--- config.mk ---
export PLATFORM = sky130hd
export DESIGN_NAME = mask_write_controller
export DESIGN_NICKNAME = d
export VERILOG_FILES = /design/src/rtl/mask_write_controller.sv
export SDC_FILE = /design/constraint.sdc
export NUM_CORES = 1
export LEC_CHECK = 0
export BUFFER_PORTS_ARGS = -buffer_cell sky130_fd_sc_hd__buf_2
export CORE_AREA = 2 2 99 101
export DETAILED_ROUTE_END_ITERATION = 7
export DIE_AREA = 0 0 101 103
export MAX_ROUTING_LAYER = met4
export PLACE_DENSITY = 0.72
export SLEW_MARGIN = 20
export SYNTH_ARGS = -nofsm -noshare
export SYNTH_HDL_FRONTEND = slang
export SYNTH_SLANG_ARGS = --single-unit
--- constraint.sdc ---
create_clock -name clock_i -period 3.5 [get_ports clock_i]
set_input_delay 0.175 -clock clock_i [delete_from_list [all_inputs] [get_ports clock_i]]
set_output_delay 0.175 -clock clock_i [all_outputs]
set_load 0.05 [all_outputs]
--- src/rtl/mask_write_controller.sv ---
// Packs per-pixel mask bits into 32-bit words (LSB first) and owns the mask memory write port.
// Optional clear engine is built when MASK_CLEAR_EN is defined.
//
// state      | meaning
// IDLE       | write port idle; waits for startClear (if built) or newFrame
// CLEAR      | writes the latched fill word to every address, one per cycle
// CAPTURE    | packs valid pixels; writes each completed word
module mask_write_controller #(
   parameter int NR_OF_WORDS = 9600
) (
   input  logic        clock_i,
   input  logic        reset_i,
   input  logic        startClear_i,
   input  logic [31:0] clearValue_i,
   input  logic        newFrame_i,
   input  logic        pixelValid_i,
   input  logic        pixelMask_i,
   output logic [13:0] memAddress_o,
   output logic        memWriteEnable_o,
   output logic [31:0] memDataOut_o,
   output logic        busy_o,
   output logic        frameDone_o,
   output logic        clearDone_o
);

   localparam logic [13:0] LAST_ADDR  = 14'(NR_OF_WORDS - 1);
   localparam logic [1:0]  ST_IDLE    = 2'd0;
   localparam logic [1:0]  ST_CAPTURE = 2'd1;
`ifdef MASK_CLEAR_EN
   localparam logic [1:0]  ST_CLEAR   = 2'd2;
`endif

   logic [1:0]  state_q, state_d;
   logic [13:0] word_addr_q, word_addr_d;
   logic [4:0]  bit_idx_q, bit_idx_d;
   logic [31:0] pack_q, pack_d;
   logic [13:0] mem_address_q, mem_address_d;
   logic        mem_we_q, mem_we_d;
   logic [31:0] mem_data_q, mem_data_d;
   logic        busy_q, busy_d;
   logic        frame_done_q, frame_done_d;
   logic        clear_done_d;
   logic        accept_pixel;

`ifdef MASK_CLEAR_EN
   logic [31:0] clear_value_q, clear_value_d;
   logic        clear_done_q;
`else
   logic        unused_clear;
   assign unused_clear = ^{startClear_i, clearValue_i};
`endif

   always_comb begin
      state_d       = state_q;
      word_addr_d   = word_addr_q;
      bit_idx_d     = bit_idx_q;
      pack_d        = pack_q;
      mem_address_d = mem_address_q;
      mem_data_d    = mem_data_q;
      mem_we_d      = 1'b0;
      frame_done_d  = 1'b0;
      clear_done_d  = 1'b0;
      accept_pixel  = 1'b0;
`ifdef MASK_CLEAR_EN
      clear_value_d = clear_value_q;
`endif

      case (state_q)
         ST_IDLE: begin
`ifdef MASK_CLEAR_EN
            if (startClear_i) begin
               state_d       = ST_CLEAR;
               clear_value_d = clearValue_i;
               word_addr_d   = '0;
            end else
`endif
            if (newFrame_i) begin
               state_d      = ST_CAPTURE;
               word_addr_d  = '0;
               bit_idx_d    = '0;
               accept_pixel = pixelValid_i;
            end
         end
         ST_CAPTURE: begin
            // a restart drops the partial word; a coincident pixel becomes bit 0 of word 0
            if (newFrame_i) begin
               word_addr_d = '0;
               bit_idx_d   = '0;
            end
            accept_pixel = pixelValid_i;
         end
`ifdef MASK_CLEAR_EN
         ST_CLEAR: begin
            mem_we_d      = 1'b1;
            mem_address_d = word_addr_q;
            mem_data_d    = clear_value_q;
            if (word_addr_q == LAST_ADDR) begin
               clear_done_d = 1'b1;
               state_d      = ST_IDLE;
            end else begin
               word_addr_d = word_addr_q + 14'd1;
            end
         end
`endif
         default: state_d = ST_IDLE;
      endcase

      if (accept_pixel) begin
         pack_d[bit_idx_d] = pixelMask_i;
         if (bit_idx_d == 5'd31) begin
            mem_we_d      = 1'b1;
            mem_address_d = word_addr_d;
            mem_data_d    = pack_d;
            bit_idx_d     = '0;
            if (word_addr_d == LAST_ADDR) begin
               frame_done_d = 1'b1;
               state_d      = ST_IDLE;
            end else begin
               word_addr_d = word_addr_d + 14'd1;
            end
         end else begin
            bit_idx_d = bit_idx_d + 5'd1;
         end
      end

      // busy stays high through the final write cycle even though the FSM is already idle
      busy_d = (state_d != ST_IDLE) | frame_done_d | clear_done_d;
   end

   always_ff @(posedge clock_i) begin
      if (reset_i) begin
         state_q       <= ST_IDLE;
         word_addr_q   <= '0;
         bit_idx_q     <= '0;
         pack_q        <= '0;
         mem_address_q <= '0;
         mem_we_q      <= 1'b0;
         mem_data_q    <= '0;
         busy_q        <= 1'b0;
         frame_done_q  <= 1'b0;
`ifdef MASK_CLEAR_EN
         clear_value_q <= '0;
         clear_done_q  <= 1'b0;
`endif
      end else begin
         state_q       <= state_d;
         word_addr_q   <= word_addr_d;
         bit_idx_q     <= bit_idx_d;
         pack_q        <= pack_d;
         mem_address_q <= mem_address_d;
         mem_we_q      <= mem_we_d;
         mem_data_q    <= mem_data_d;
         busy_q        <= busy_d;
         frame_done_q  <= frame_done_d;
`ifdef MASK_CLEAR_EN
         clear_value_q <= clear_value_d;
         clear_done_q  <= clear_done_d;
`endif
      end
   end

   assign memAddress_o     = mem_address_q;
   assign memWriteEnable_o = mem_we_q;
   assign memDataOut_o     = mem_data_q;
   assign busy_o           = busy_q;
   assign frameDone_o      = frame_done_q;
`ifdef MASK_CLEAR_EN
   assign clearDone_o      = clear_done_q;
`else
   assign clearDone_o      = 1'b0;
`endif

endmodule

Yosys cells after proc, flatten, opt, wreduce, memory -nomap -nowiden

Cells that the tools add are included.

Magnitude comparators: 2
Add/sub/neg operators: 2
Reductions and logical operators: 6
Bitwise logic cells: 2
Multiplexer cells: 23
Equal/unequal tests: 3

Operators with widths:

| operator                                                                             | count |
|---|---|
| 14-bit two-way mux                                                                   | 5 |
| 32-bit bitwise mux                                                                   | 1 |
| 5-bit two-way mux                                                                    | 4 |
| 14-bit by 1-bit adder with 14-bit output (second input constant)                     | 1 |
| 14-bit == test (second input constant)                                               | 1 |
| 2-bit two-way mux                                                                    | 4 |
| 5-bit by 6-bit less-than comparator with 1-bit output (second input constant)        | 1 |
| 1-bit two-way mux                                                                    | 6 |
| 5-bit by 1-bit adder with 5-bit output (second input constant)                       | 1 |
| 1-bit demux with 5-bit select                                                        | 1 |
| 5-bit == test (second input constant)                                                | 1 |
| 5-bit by 1-bit greater-or-equal comparator with 1-bit output (second input constant) | 1 |
| 2-bit case mux with 2 select lines                                                   | 1 |
| 2-bit OR reduction                                                                   | 2 |
| 2-bit by 1-bit == test with 1-bit output (second input constant)                     | 1 |
| 2-bit logical NOT                                                                    | 1 |
| 1-bit case mux with 2 select lines                                                   | 1 |
| 2-bit AND reduction                                                                  | 1 |
| 2-bit nonzero test                                                                   | 1 |
| 1-bit logical AND                                                                    | 1 |
| 1-bit NOT                                                                            | 1 |
| 1-bit bitwise OR                                                                     | 1 |

Flip-flop bits (word level): 102
Bits of input ports: 38
Word-level logic and storage cells: 47
Output and inout port bits: 50

Longest topological paths before layout

Depth after elaboration: 9
Mapped depth: 15
Gate-level depth less buffers: 11

Least setup slack after synthesis

Ideal clock, no wire load.

Kind: flip-flop to flip-flop
Start point: register state_q[1]
End point: register word_addr_q[9]
Arrival time: 2.764 ns
Required time: 3.384 ns
Cell stages (with the launch flop): 15
Buffers on the path: 4
Setup slack: 0.619 ns
Period minus slack after synthesis: 2.881 ns
Cell sequence: dfxtp_1 -> nand2b_1 -> clkbuf_1 -> clkbuf_1 -> nand2_1 -> inv_1 -> ha_1 -> nand4_1 -> inv_1 -> ha_1 -> and3_1 -> clkbuf_2 -> buf_1 -> a211oi_1 -> a31o_2

Word-level cells in the longest chain between the ends: 7
Elaborated cells between the ends (all ways): 12

RTL lines:

| item                                                                          | RTL line | source |
|---|---|---|
| start: declaration                                                            | 33       | `logic [1:0] state_q, state_d;` |
| start signal: assignment                                                      | 146      | `state_q <= state_d;` |
| 2-bit by 1-bit == test with 1-bit output or 2-bit logical NOT (tied branches) | 68       | `case (state_q)` |
| 2-bit OR reduction (no line)                                                  | --       |  |
| 14-bit two-way mux                                                            | --       |  |
| 14-bit by 1-bit adder with 14-bit output or 14-bit == test (tied branches)    | 119, 115 |  |
| 14-bit two-way mux                                                            | 115      | `if (word_addr_d == LAST_ADDR) begin` |
| 14-bit two-way mux                                                            | 110      | `if (bit_idx_d == 5'd31) begin` |
| 14-bit two-way mux *                                                          | 108      | `if (accept_pixel) begin` |
| end signal: assignment                                                        | 147      | `word_addr_q <= word_addr_d;` |
| end: declaration                                                              | 34       | `logic [13:0] word_addr_q, word_addr_d;` |

Mark *: on every way between the ends. The rest lies on a longest branch, timed or not.
A chain may end at the register's enable or synchronous reset.

Final worst setup path

Start point: register state_q[1]
End point: register mem_address_q[12], in the netlist memAddress_o[12]

Word-level cells in the longest chain between the ends: 5
Elaborated cells between the ends (all ways): 8

RTL lines:

| item                                                                          | RTL line | source |
|---|---|---|
| 2-bit by 1-bit == test with 1-bit output or 2-bit logical NOT (tied branches) | 68       |  |
| 2-bit OR reduction (no line)                                                  | --       |  |
| 5-bit two-way mux                                                             | --       |  |
| 5-bit == test                                                                 | 110      |  |
| 2-bit AND reduction (no line)                                                 | --       |  |
| end signal: assignment                                                        | 150      | `mem_address_q <= mem_address_d;` |
| end: declaration                                                              | 37       | `logic [13:0] mem_address_q, mem_address_d;` |

Parallel ways exist; a longest one is shown, timed or not.

==> flow_metrics.tcl <==
set metrics [dict create \
    status "complete, no violations" \
    fin_crit_sh 0.8288 \
    vdd_drop_max_mv 0.1665 \
    arrival_ns 3.22 \
    routedWlPerCell_um 14.13 \
    yosysTopAreaCell "dfxtp_1" \
    synth_ff_type "dfxtp_1" \
    grt_use_total 0.1958 \
    leakage_nw 2.195 \
    tns_ns 0 \
    drc 0 \
    root_buffer "clkbuf_8" \
    hold_path.class "in2reg" \
    grt_max_degree 65 \
    cp-start-kind "register" \
    drt_pass1_iterations 5 \
    fin_nets 604 \
    required_ns 3.82 \
    fin_area_um2 4990 \
    gp_congestion 0.8022 \
    yosysMostFrequentCell "nand2_1" \
    ys_types 50 \
    syn_avg_cell_area_um2 8.477 \
    syn_area_um2 4527 \
    vias_per_cell 5.386 \
    max_freq_ghz 0.3447 \
    yosysSeqAreaShare 0.4511 \
    postLayoutCoreUtil 0.5275 \
    first_iter_violations 156 \
    synthCells 534 \
    slew_viol_final 0 \
    dp_hpwl_mm 6.249 \
    yosysTopAreaCellShare 0.4511 \
    antenna_cells 0 \
    fin_hold_ws_ns 0.08111 \
    clk_latency_ns 0.37 \
    cts_inserted_buffers 9 \
    fin_total_pwr_mw 1.951 \
    synth_edf_count 0 \
    detail-route-antenna-nets 0 \
    grt_pass1_wl_mm 15.66 \
    postCtsSetupBuffers 0 \
    setup_ws_ns 0.5991 \
    fin_cells 679 \
    htree_levels 3 \
    slew_headroom 0.3055 \
    post_cts_resized 0 \
    power.density_nw_per_um2 390.9 \
    worst_pin_slew_ns 1.042 \
    fin_crit_ns 2.901 \
    cts_hold_buf 0 \
    post-place-ws_ns 0.6219 \
    drive_above_1_share 0.1593 \
    setup_viol_count_final 0 \
    clock-sinks 102 \
    finalHoldViolations 0 \
    yosys_warnings 0 \
    die_w_um 101 \
    critPathMaxFanout 11 \
    port_buffers 53 \
    rsz0062_at_grt "no" \
    start_util 0.4786 \
    ys_top_cells_by_area "dfxtp_1, mux2i_1, nand2_1" \
    syn_to_final_growth_pct 10.23 \
    grt_overflow 0 \
    async_flop_share 0 \
    finClkSkew_ns 0.01320 \
    synth_common_cells "nand2_1, dfxtp_1, mux2i_1" \
    via_count 3657 \
    tritoncts "built" \
    synth_seq_cells 102 \
    maxCapViolCount 0 \
    postPlaceCellArea_um2 4796 \
    design.die.area_um2 10400 \
    grt_antenna_before_repair 0 \
    core_area_um2 9459 \
    cts_buffer_depth 2 \
    clkTransAtPathRegs_ns 0.10 \
    dieHeight_um 103 \
    routed_wl_mm 9.597 \
    end_kind "register" \
    row_count 36 \
    boundaryPins 88 \
    grt_pass1_vias 3349 \
    dp_cells 663 \
    worstSetupPathType "reg2reg" \
]
==> cell type report <==
cell class	count	area [um2]
clock buffer	10	137.6
clock inverter	6	51.30
fill	897	4469
inverter	6	22.52
multi-input combinational	380	2268
sequential	102	2042
tap	114	142.6
timing repair buffer	61	325.3
==> flip-flops by register name, indices dropped and copies added, names as in the netlist, 2 cells and up <==
name	cells
memAddress_o	14
pack_q	32
state_q	2
memDataOut_o	32
word_addr_q	14
bit_idx_q	5
==> power breakdown <==
part	total, mW	switching [mW]	internal [mW]
clock	0.714	0.425	0.288
sequential	1.16	0.00144	1.16
combinational	0.0729	0.0581	0.0148
==> routing by layer <==
| layer | vias to the layer above | track usage | share of wire |
|---|---|---|---|
| met5 | - | - | 0 |
| met4 | 0 | 0.07796 | 0.021 |
| met3 | 16 | 0.03051 | 0.045 |
| met2 | 77 | 0.3154 | 0.47 |
| met1 | 1697 | 0.2478 | 0.46 |
| li1 | 1867 | - | - |
==> path summary, 6_finish.rpt <==
path	start	to	slack (ns)	depth (start not counted)
setup / recovery	state_q[1]$_SDFF_PP0_	memAddress_o[12]$_SDFFE_PP0P_	0.60	11
hold / removal	pixelValid_i	state_q[0]$_SDFF_PP0_	0.08	3
setup reg to reg	state_q[1]$_SDFF_PP0_	memAddress_o[12]$_SDFFE_PP0P_	0.60	11
hold reg to reg	memDataOut_o[6]$_SDFFE_PP0P_	memDataOut_o[6]$_SDFFE_PP0P_	0.45	2
==> layout by cell type, fill, tap and decap left out, drive strengths merged, types with 4 or more instances in the layout <==
cell,netlist,final
nor3,6,6
dfxtp,102,102
nor2,38,38
a21oi,24,24
a22o,11,11
xnor2,4,4
or3,4,4
inv,6,9
and3,5,5
and2,5,5
nand4,5,5
ha,6,6
mux2i,52,52
nand2,118,118
buf,14,61
clkbuf,33,10
nand3,26,26
nor4b,4,4
o21ai,34,34
==> logic make-up (layout without fill, tap and decap cells) <==
kind of cell / count (synthesis) / after routing / share of synthesized area
AOI/OAI and AO/OA: 86 / 86 / 0.1233
xor gates and xnor gates: 7 / 7 / 0.01354
adders and majority gates: 6 / 6 / 0.01658
buffers and inverters: 53 / 83 / 0.05030
DFF: 102 / 102 / 0.4511
muxes: 53 / 53 / 0.1175
other: 1 / 2 / 0.0008284
and+or+nand+nor: 226 / 226 / 0.2269
==> worst max-delay path, cell delays in order (launching register included) <==
cell	delay, ns
dfxtp_1	0.37
nand2b_1	0.17
nand2_1	0.14
inv_1	0.11
ha_1	0.17
nand4_1	0.17
inv_1	0.17
ha_1	0.21
and3_1	0.38
nand2b_1	0.12
nor2_1	0.59
a22o_1	0.26
No activity file was read; power rests on OpenSTA's default activity.
